<file path="config.mk">
export PLATFORM = sky130hd
export DESIGN_NAME = vga_timing_gen
export DESIGN_NICKNAME = d
export VERILOG_FILES = /design/src/rtl/vga_timing_gen.sv
export SDC_FILE = /design/constraint.sdc
export NUM_CORES = 1
export LEC_CHECK = 0
export CELL_PAD_IN_SITES_DETAIL_PLACEMENT = 1
export CELL_PAD_IN_SITES_GLOBAL_PLACEMENT = 1
export CORE_AREA = 2 2 107 109
export CTS_CLUSTER_DIAMETER = 100
export DETAILED_ROUTE_END_ITERATION = 7
export DIE_AREA = 0 0 109 111
export GPL_TIMING_DRIVEN = 0
export HOLD_SLACK_MARGIN = 0.02
export PLACE_DENSITY_LB_ADDON = 0.15
export SETUP_SLACK_MARGIN = 0.02
export SLEW_MARGIN = 15
export SYNTH_ARGS = -nofsm -noshare
export SYNTH_HDL_FRONTEND = slang
export SYNTH_SLANG_ARGS = --single-unit
export TNS_END_PERCENT = 1
</file>
<file path="constraint.sdc">
create_clock -name clk -period 3.1 [get_ports clk]
set_clock_uncertainty 0.15 [all_clocks]
set_input_delay 0.775 -clock clk [delete_from_list [all_inputs] [get_ports clk]]
set_output_delay 0.775 -clock clk [all_outputs]
set_load 0.01 [all_outputs]
</file>
<file path="src/rtl/vga_timing_gen.sv">
// Parametrised VGA raster timing generator with a one-pixel-ahead request / colour-return pipeline.
// Optional build macro VGA_TEST_PATTERN_EN adds pat_sel and an 8-bar colour test pattern.
module vga_timing_gen #(
    parameter int   H_SYNC   = 152,
    parameter int   H_BP     = 232,
    parameter int   H_ACTIVE = 1440,
    parameter int   H_FP     = 80,
    parameter int   V_SYNC   = 3,
    parameter int   V_BP     = 28,
    parameter int   V_ACTIVE = 900,
    parameter int   V_FP     = 1,
    parameter logic H_POL    = 1'b0,
    parameter logic V_POL    = 1'b1,
    parameter int   CW       = 4,
    parameter int   XW       = 11,
    parameter int   YW       = 10
) (
    input  logic            clk,
    input  logic            rst,
    input  logic            pix_ce,
`ifdef VGA_TEST_PATTERN_EN
    input  logic            pat_sel,
`endif
    output logic [XW-1:0]   pix_x,
    output logic [YW-1:0]   pix_y,
    output logic            pix_req,
    input  logic [3*CW-1:0] rgb_in,
    output logic [CW-1:0]   pix_r,
    output logic [CW-1:0]   pix_g,
    output logic [CW-1:0]   pix_b,
    output logic            hsync,
    output logic            vsync,
    output logic            de,
    output logic            frame_start,
    output logic            line_start
);

    localparam int H_TOT   = H_SYNC + H_BP + H_ACTIVE + H_FP;
    localparam int V_TOT   = V_SYNC + V_BP + V_ACTIVE + V_FP;
    localparam int H_START = H_SYNC + H_BP;
    localparam int V_START = V_SYNC + V_BP;

    localparam logic [XW-1:0] H_LAST_C  = XW'(H_TOT - 1);
    localparam logic [YW-1:0] V_LAST_C  = YW'(V_TOT - 1);
    localparam logic [XW-1:0] H_START_C = XW'(H_START);
    localparam logic [YW-1:0] V_START_C = YW'(V_START);
    localparam logic [XW-1:0] H_END_C   = XW'(H_START + H_ACTIVE - 1);
    localparam logic [YW-1:0] V_END_C   = YW'(V_START + V_ACTIVE - 1);
    localparam logic [XW-1:0] H_SEND_C  = XW'(H_SYNC - 1);
    localparam logic [YW-1:0] V_SEND_C  = YW'(V_SYNC - 1);

    // Counters must be able to reach the last position of a line and of a frame.
    if (H_TOT - 1 >= (1 << XW)) begin : g_xw_check
        $error("vga_timing_gen: XW too narrow for H_TOT-1");
    end
    if (V_TOT - 1 >= (1 << YW)) begin : g_yw_check
        $error("vga_timing_gen: YW too narrow for V_TOT-1");
    end

    logic [XW-1:0]   hcount;
    logic [YW-1:0]   vcount;
    logic            h_act;
    logic            v_act;
    logic            active;
    logic            s0_hs;
    logic            s0_vs;
    logic            s0_frame;
    logic            s0_line;
    logic [3*CW-1:0] colour_src;

    always_ff @(posedge clk or posedge rst) begin
        if (rst) begin
            hcount <= '0;
            vcount <= '0;
        end else if (pix_ce) begin
            if (hcount == H_LAST_C) begin
                hcount <= '0;
                vcount <= (vcount == V_LAST_C) ? '0 : vcount + 1'b1;
            end else begin
                hcount <= hcount + 1'b1;
            end
        end
    end

    always_comb begin
        h_act  = (hcount >= H_START_C) && (hcount <= H_END_C);
        v_act  = (vcount >= V_START_C) && (vcount <= V_END_C);
        active = h_act && v_act;
    end

    // Stage 0: request coordinates plus the sync/strobe flags that ride along to stage 1.
    always_ff @(posedge clk or posedge rst) begin
        if (rst) begin
            pix_req  <= 1'b0;
            pix_x    <= '0;
            pix_y    <= '0;
            s0_hs    <= 1'b0;
            s0_vs    <= 1'b0;
            s0_frame <= 1'b0;
            s0_line  <= 1'b0;
        end else if (pix_ce) begin
            pix_req  <= active;
            pix_x    <= active ? hcount - H_START_C : '0;
            pix_y    <= active ? vcount - V_START_C : '0;
            s0_hs    <= (hcount <= H_SEND_C);
            s0_vs    <= (vcount <= V_SEND_C);
            s0_frame <= active && (hcount == H_START_C) && (vcount == V_START_C);
            s0_line  <= active && (hcount == H_START_C);
        end
    end

`ifdef VGA_TEST_PATTERN_EN
    logic [XW+2:0] bar_full;
    logic [2:0]    bar;

    always_comb begin
        bar_full = {pix_x, 3'b000} / (XW+3)'(H_ACTIVE);
        bar      = bar_full[2:0];
        if (pat_sel) begin
            colour_src = {{CW{bar[2]}}, {CW{bar[1]}}, {CW{bar[0]}}};
        end else begin
            colour_src = rgb_in;
        end
    end
`else
    always_comb begin
        colour_src = rgb_in;
    end
`endif

    // Stage 1: display outputs, aligned with the colour returned for the stage-0 request.
    always_ff @(posedge clk or posedge rst) begin
        if (rst) begin
            hsync       <= ~H_POL;
            vsync       <= ~V_POL;
            de          <= 1'b0;
            frame_start <= 1'b0;
            line_start  <= 1'b0;
            pix_r       <= '0;
            pix_g       <= '0;
            pix_b       <= '0;
        end else if (pix_ce) begin
            hsync       <= s0_hs ? H_POL : ~H_POL;
            vsync       <= s0_vs ? V_POL : ~V_POL;
            de          <= pix_req;
            frame_start <= s0_frame;
            line_start  <= s0_line;
            if (pix_req) begin
                {pix_r, pix_g, pix_b} <= colour_src;
            end else begin
                {pix_r, pix_g, pix_b} <= '0;
            end
        end
    end

endmodule
</file>
# Yosys cells after proc, flatten, opt, wreduce, memory -nomap -nowiden
# Cells that the tools add are included.
# totals
latchBits,0
elab_cells,46
out_inout_bits,39
memories,0
ram_bits,0
reg_bits,64
inputBits,15
mem_bits_ro,0
# op_classes
n_eq_ne,4
n_div,0
add_sub_neg,4
shift,0
bitwise_logic,0
reduce_logical,6
order_cmp,6
mux,9
multipliers,0
# ops
cell,n
$mux W11,2
$mux W10,2
$mux W4,3
$add A11 B1 Y11 const B,1
$eq A11 B11 Y1 const B,1
$eq A11 B9 Y1 const B,1
$ge A11 B9 Y1 const B,1
$le A11 B11 Y1 const B,1
$le A11 B8 Y1 const B,1
$sub A11 B9 Y11 const B,1
$add A10 B1 Y10 const B,1
$eq A10 B10 Y1 const B,1
$eq A10 B5 Y1 const B,1
$ge A10 B5 Y1 const B,1
$le A10 B10 Y1 const B,1
$le A10 B2 Y1 const B,1
$sub A10 B5 Y10 const B,1
$logic_and A1 B1 Y1,5
$mux W1,2
$reduce_and A2 Y1,1

# Logic depth before layout (Yosys ltp)
# Gate-level depths: netlist (run 1).
# depth
word_depth,5
ltp_mapped,9
depth_no_buf,7

# Worst setup path after synthesis (run 1)
# No wires, ideal clock.
# synth_timing
path_kind,flip-flop to flip-flop
from,register hcount[0]
to,register pix_x[9]
t_arrival_ps,2209
setup_time_ps,81
path_buffers,2
required_ps,2869
setup_slack_ps,659
synth_period_minus_slack_ps,2441
stages_incl_launch_ff,10
path_cell_list,dfrtp_1 inv_1 ha_1 or4b_4 nor4_4 o41ai_1 or4_4 buf_6 buf_12 o22ai_2
# synth_via
elab_chain_len,4
word_cells_on_any_way,6
cone_classes,1 x add/sub; 2 x order compare; 1 x mux; 2 x reduce/logical
# synth_rtl
element,line_no,text
from (decl),60,logic [XW-1:0] hcount;
from (signal assigned),80,hcount <= hcount + 1'b1;
$ge A11 B9 Y1 or $le A11 B11 Y1 (tied branches),86,h_act = (hcount >= H_START_C) && (hcount <= H_END_C);
$logic_and A1 B1 Y1,86,
$logic_and A1 B1 Y1,88,active = h_act && v_act;
$mux W11 (*),103,pix_x <= active ? hcount - H_START_C : '0;
to (signal assigned),103,
to (decl),24,"output logic [XW-1:0] pix_x,"
# Every way passes the cells marked *; elsewhere a longest branch is shown, timed or not.
# A chain may end at the register's enable or synchronous reset.

# Worst setup path after layout (run 1)
# layout_timing
from,register hcount[0]
to,register pix_y[3]
# layout_via
elab_chain_len,4
word_cells_on_any_way,5
cone_classes,2 x order compare; 1 x mux; 2 x reduce/logical
# layout_rtl
element,line_no,text
$ge A11 B9 Y1 or $le A11 B11 Y1 (tied branches),86,
$logic_and A1 B1 Y1 (*),86,
$logic_and A1 B1 Y1 (*),88,
$mux W10 (*),104,pix_y <= active ? vcount - V_START_C : '0;
to (signal assigned),104,
to (decl),25,"output logic [YW-1:0] pix_y,"
# Marks and branches as above.

==> key figures, run 1 <==
Hold path
  • Min-Delay Path Class: reg -> reg

Pwr
  • Switching power share of the total: 0.272
  • Internal power contribution: around 1800 uW
  • Relative contribution of sequential cells to total power: 0.390
  • Leakage: 0.00178 uW
  • Portion of total power attributed to combinational logic: 0.174
  • Power per cell area: 584 nW/um^2
  • Switching power: 682 uW
  • Max VDD drop: 0.207 mV
  • Clock Power Share: 0.436

CTS
  • Number of levels the H-tree was split into: 3
  • Clock latency at the later pin of the worst-skew pair: 330 ps
  • Setup bufs post-CTS: 0
  • Clock Tree Buf Depth: 2
  • Quantity of gates resized following cts: 0
  • Clock tree sinks: 64
  • Buffer type at the clock tree root: sky130_fd_sc_hd__clkbuf_16
  • Number of buffers inserted during clock tree synthesis: 9
  • Number of buffers inserted for hold repair after clock tree synthesis: 0
  • Clock input transition at the sequential cells of the worst setup and hold paths: 50 ps
  • TritonCTS clock tree: done

Floorplanning
  • Core footprint: roughly 11000 sq um
  • Effective utilization at floorplan: 0.292
  • Cell row count: 39
  • Overall die width: 109 microns
  • Die Y-Extent: 111 microns
  • Number of primary I/O pins: 54
  • Die outline area: 12100 sq um

Logic synthesis
  • Cell variety after synth: 42
  • Post-Syn Instances: around 330
  • Most frequently used flop master after synthesis: sky130_fd_sc_hd__dfrtp_1
  • Count of flip-flops with a built-in enable after synthesis: 0
  • Async set or reset register ratio after synthesis: 1.00
  • Average cell area after synthesis: around 9.7 sq um
  • Warnings from Yosys: 0
  • Count of state elements after synthesis: 64
  • Sequential element share of the synthesized area: 0.496
  • Synth Cell Area: 3230 sq um
  • Synthesized net count: about 350

Placement
  • Worst slack at placement: 366 ps
  • Final weighted congestion of routability-driven global placement: 0.730
  • Number of buffers inserted by port buffering: 52
  • Placed wire-length estimate: 5920 microns

STA
  • Final max-slew violation count: 0
  • Number of hold-slack violations in the final timing report: 0
  • Min Tclk post-route: 2670 ps
  • RSZ-0062 raised after global routing: no
  • Setup-violating endpoint count in the final report: 0
  • Final cycle utilization of the critical path: 0.860
  • Tightest slew margin relative to the limit: 0.491
  • Worst Setup Slack, final: 435 ps
  • Slew at the pin closest to its max-slew limit: 758 ps
  • Hold slack: 265 ps
  • Peak Freq: roughly 0.38 GHz

Routing
  • Antenna-violating nets left: 0
  • Drt via density: 4.64
  • Number of vias in the routed layout: roughly 2500
  • Drt initial violations: between 100 and 150
  • Drt total wl: 8150 microns
  • Total DRC errors in the routed layout: 0
  • Detailed-routing iteration count for the pre-antenna-repair pass: 4
  • Final routed wire length divided by cell count: about 15 microns

Outcome
  • Outcome: finished clean

Run
  • Max Cap Violations: 0

Final layout
  • Commonest non-fill, non-tap cell in the layout: sky130_fd_sc_hd__dfrtp_1
  • Final core utilization: 0.387
  • Relative area change from synthesis to final layout: 32.7%
  • Fin nets: 418
  • Number of antenna cells inserted: 0
  • Most frequent cells in the layout: sky130_fd_sc_hd__dfrtp_1 (63), sky130_fd_sc_hd__clkdlybuf4s50_1 (52), sky130_fd_sc_hd__inv_1 (48)
  • Layout cells sized above 1: 0.138

Global routing
  • Largest net degree at the start of global routing: 48
  • Final global-route overflow total: 0
  • Overall routing resource usage: 0.148
  • Via count of the first global-routing pass: between 2000 and 3000
  • Global-route wire length before repair: 13700 microns
  • Antenna violations before repair: 0

Critical path
  • Critical path peak fanout: 10
  • Arrival time of the worst setup path: 2760 ps
  • Worst setup SP type: flip-flop
  • Slack of the worst reg-to-reg path: 430 ps
  • Critical setup path kind: reg -> reg
  • Capturing element type of the critical path: flip-flop
  • Required arrival time at the worst endpoint: around 3200 ps
[area by class of cell]
class,instances,area [sq um]
Buffer,23,130
Clock buffer,12,256
Clock inverter,3,65.1
Fill cell,1245,6790
Inverter,49,186
Multi-Input combinational cell,196,1320
Sequential cell,64,1600
Tap cell,143,179
Timing Repair Buffer,53,548
[through the flow]
step / instance area [sq um] / cells / power [uW] / TNS (ps)
after floorplan: 3230 / 332 / 1290 / 0
after detailed placement: 3960 / 528 / 1430 / 0
after global placement: 3930 / 527 / 1420 / -47500
after global routing: 4290 / 543 / 2640 / 0
final: 4290 / 543 / 2500 / 0
after CTS: 4280 / 543 / 2550 / 0
[power by group through the flow]
stage          clock network (uW)  logic, uW  registers (uW)
2_1_floorplan                   0        319             972
3_3_place_gp                    0        429             989
3_5_place_dp                    0        442             993
4_1_cts                      1120        448             979
5_1_grt                      1160        490             990
6_report                     1090        435             977
[kinds of logic (layout without fill, tap and decap cells)]
family / after synthesis / in the layout / synth area share
buffers and inverters: 72 / 140 / 0.0972
AO/OA/AOI/OAI: 69 / 69 / 0.159
AND/OR/NAND/NOR: 95 / 95 / 0.149
multiplexers: 6 / 6 / 0.0201
adder cells (fa/ha/maj): 7 / 7 / 0.0271
XOR/XNOR: 19 / 19 / 0.0515
flip-flops: 64 / 64 / 0.496
[worst paths after layout]
kind / startpoint / endpoint / cells after the start
min: s0_hs / hsync / 1
max in group asynchronous: rst / hsync / 3
max reg2reg: hcount[0] / pix_y[3] / 9
max: hcount[0] / pix_y[3] / 9
min reg2reg: s0_hs / hsync / 1
min in group asynchronous: rst / pix_b[2] / 2
[worst max-delay path, stage by stage, from the launching register on]
cell	delay [ps]
sky130_fd_sc_hd__dfrtp_1	430
sky130_fd_sc_hd__inv_1	130
sky130_fd_sc_hd__ha_1	170
sky130_fd_sc_hd__or4b_4	480
sky130_fd_sc_hd__nor4_4	210
sky130_fd_sc_hd__o41ai_1	100
sky130_fd_sc_hd__or4_4	520
sky130_fd_sc_hd__buf_6	150
sky130_fd_sc_hd__buf_12	140
sky130_fd_sc_hd__o22ai_2	110
[synth_stat cells, types with 3 or more instances]
cell / count / area [sq um]
sky130_fd_sc_hd__nand3_1: 7 / 35.0
sky130_fd_sc_hd__o22ai_1: 4 / 25.0
sky130_fd_sc_hd__dfrtp_1: 63 / 1580
sky130_fd_sc_hd__clkbuf_1: 14 / 52.6
sky130_fd_sc_hd__mux2_2: 4 / 45.0
sky130_fd_sc_hd__nand2_1: 34 / 128
sky130_fd_sc_hd__ha_1: 7 / 87.6
sky130_fd_sc_hd__a31oi_1: 4 / 25.0
sky130_fd_sc_hd__nor2_1: 20 / 75.1
sky130_fd_sc_hd__nor3_1: 6 / 30.0
sky130_fd_sc_hd__o21ai_0: 32 / 160
sky130_fd_sc_hd__a21oi_1: 5 / 25.0
sky130_fd_sc_hd__nand4_1: 8 / 50.1
sky130_fd_sc_hd__nor4_1: 4 / 25.0
sky130_fd_sc_hd__buf_2: 3 / 15.0
sky130_fd_sc_hd__xor2_1: 9 / 78.8
sky130_fd_sc_hd__o22ai_2: 19 / 238
sky130_fd_sc_hd__xnor2_1: 10 / 87.6
sky130_fd_sc_hd__buf_6: 3 / 33.8
sky130_fd_sc_hd__inv_1: 49 / 184
[flip-flops by register name, indices dropped and copies added (netlist names), 4 cells and up]
register	cells
pix_g	4
vcount	10
pix_x	11
pix_y	10
pix_r	4
pix_b	4
hcount	11
[layer usage]
metal  track usage  vias up  wire, microns
met5             0        -              0
met4        0.0744        0            136
met3        0.0282       10            318
met2         0.223       47           3760
met1         0.201     1234           3930
li1              -     1231              -
(Power assumes the default switching activity.)
==> inputs of run 2 (changes only) <==
--- a/config.mk
+++ b/config.mk
@@ -8,7 +8,6 @@
 export CELL_PAD_IN_SITES_DETAIL_PLACEMENT = 1
 export CELL_PAD_IN_SITES_GLOBAL_PLACEMENT = 1
 export CORE_AREA = 2 2 107 109
-export CTS_CLUSTER_DIAMETER = 100
 export DETAILED_ROUTE_END_ITERATION = 7
 export DIE_AREA = 0 0 109 111
 export GPL_TIMING_DRIVEN = 0
==> results of run 2 <==
Same layout as run 1: the final DEF is identical, and so are final timing and power.
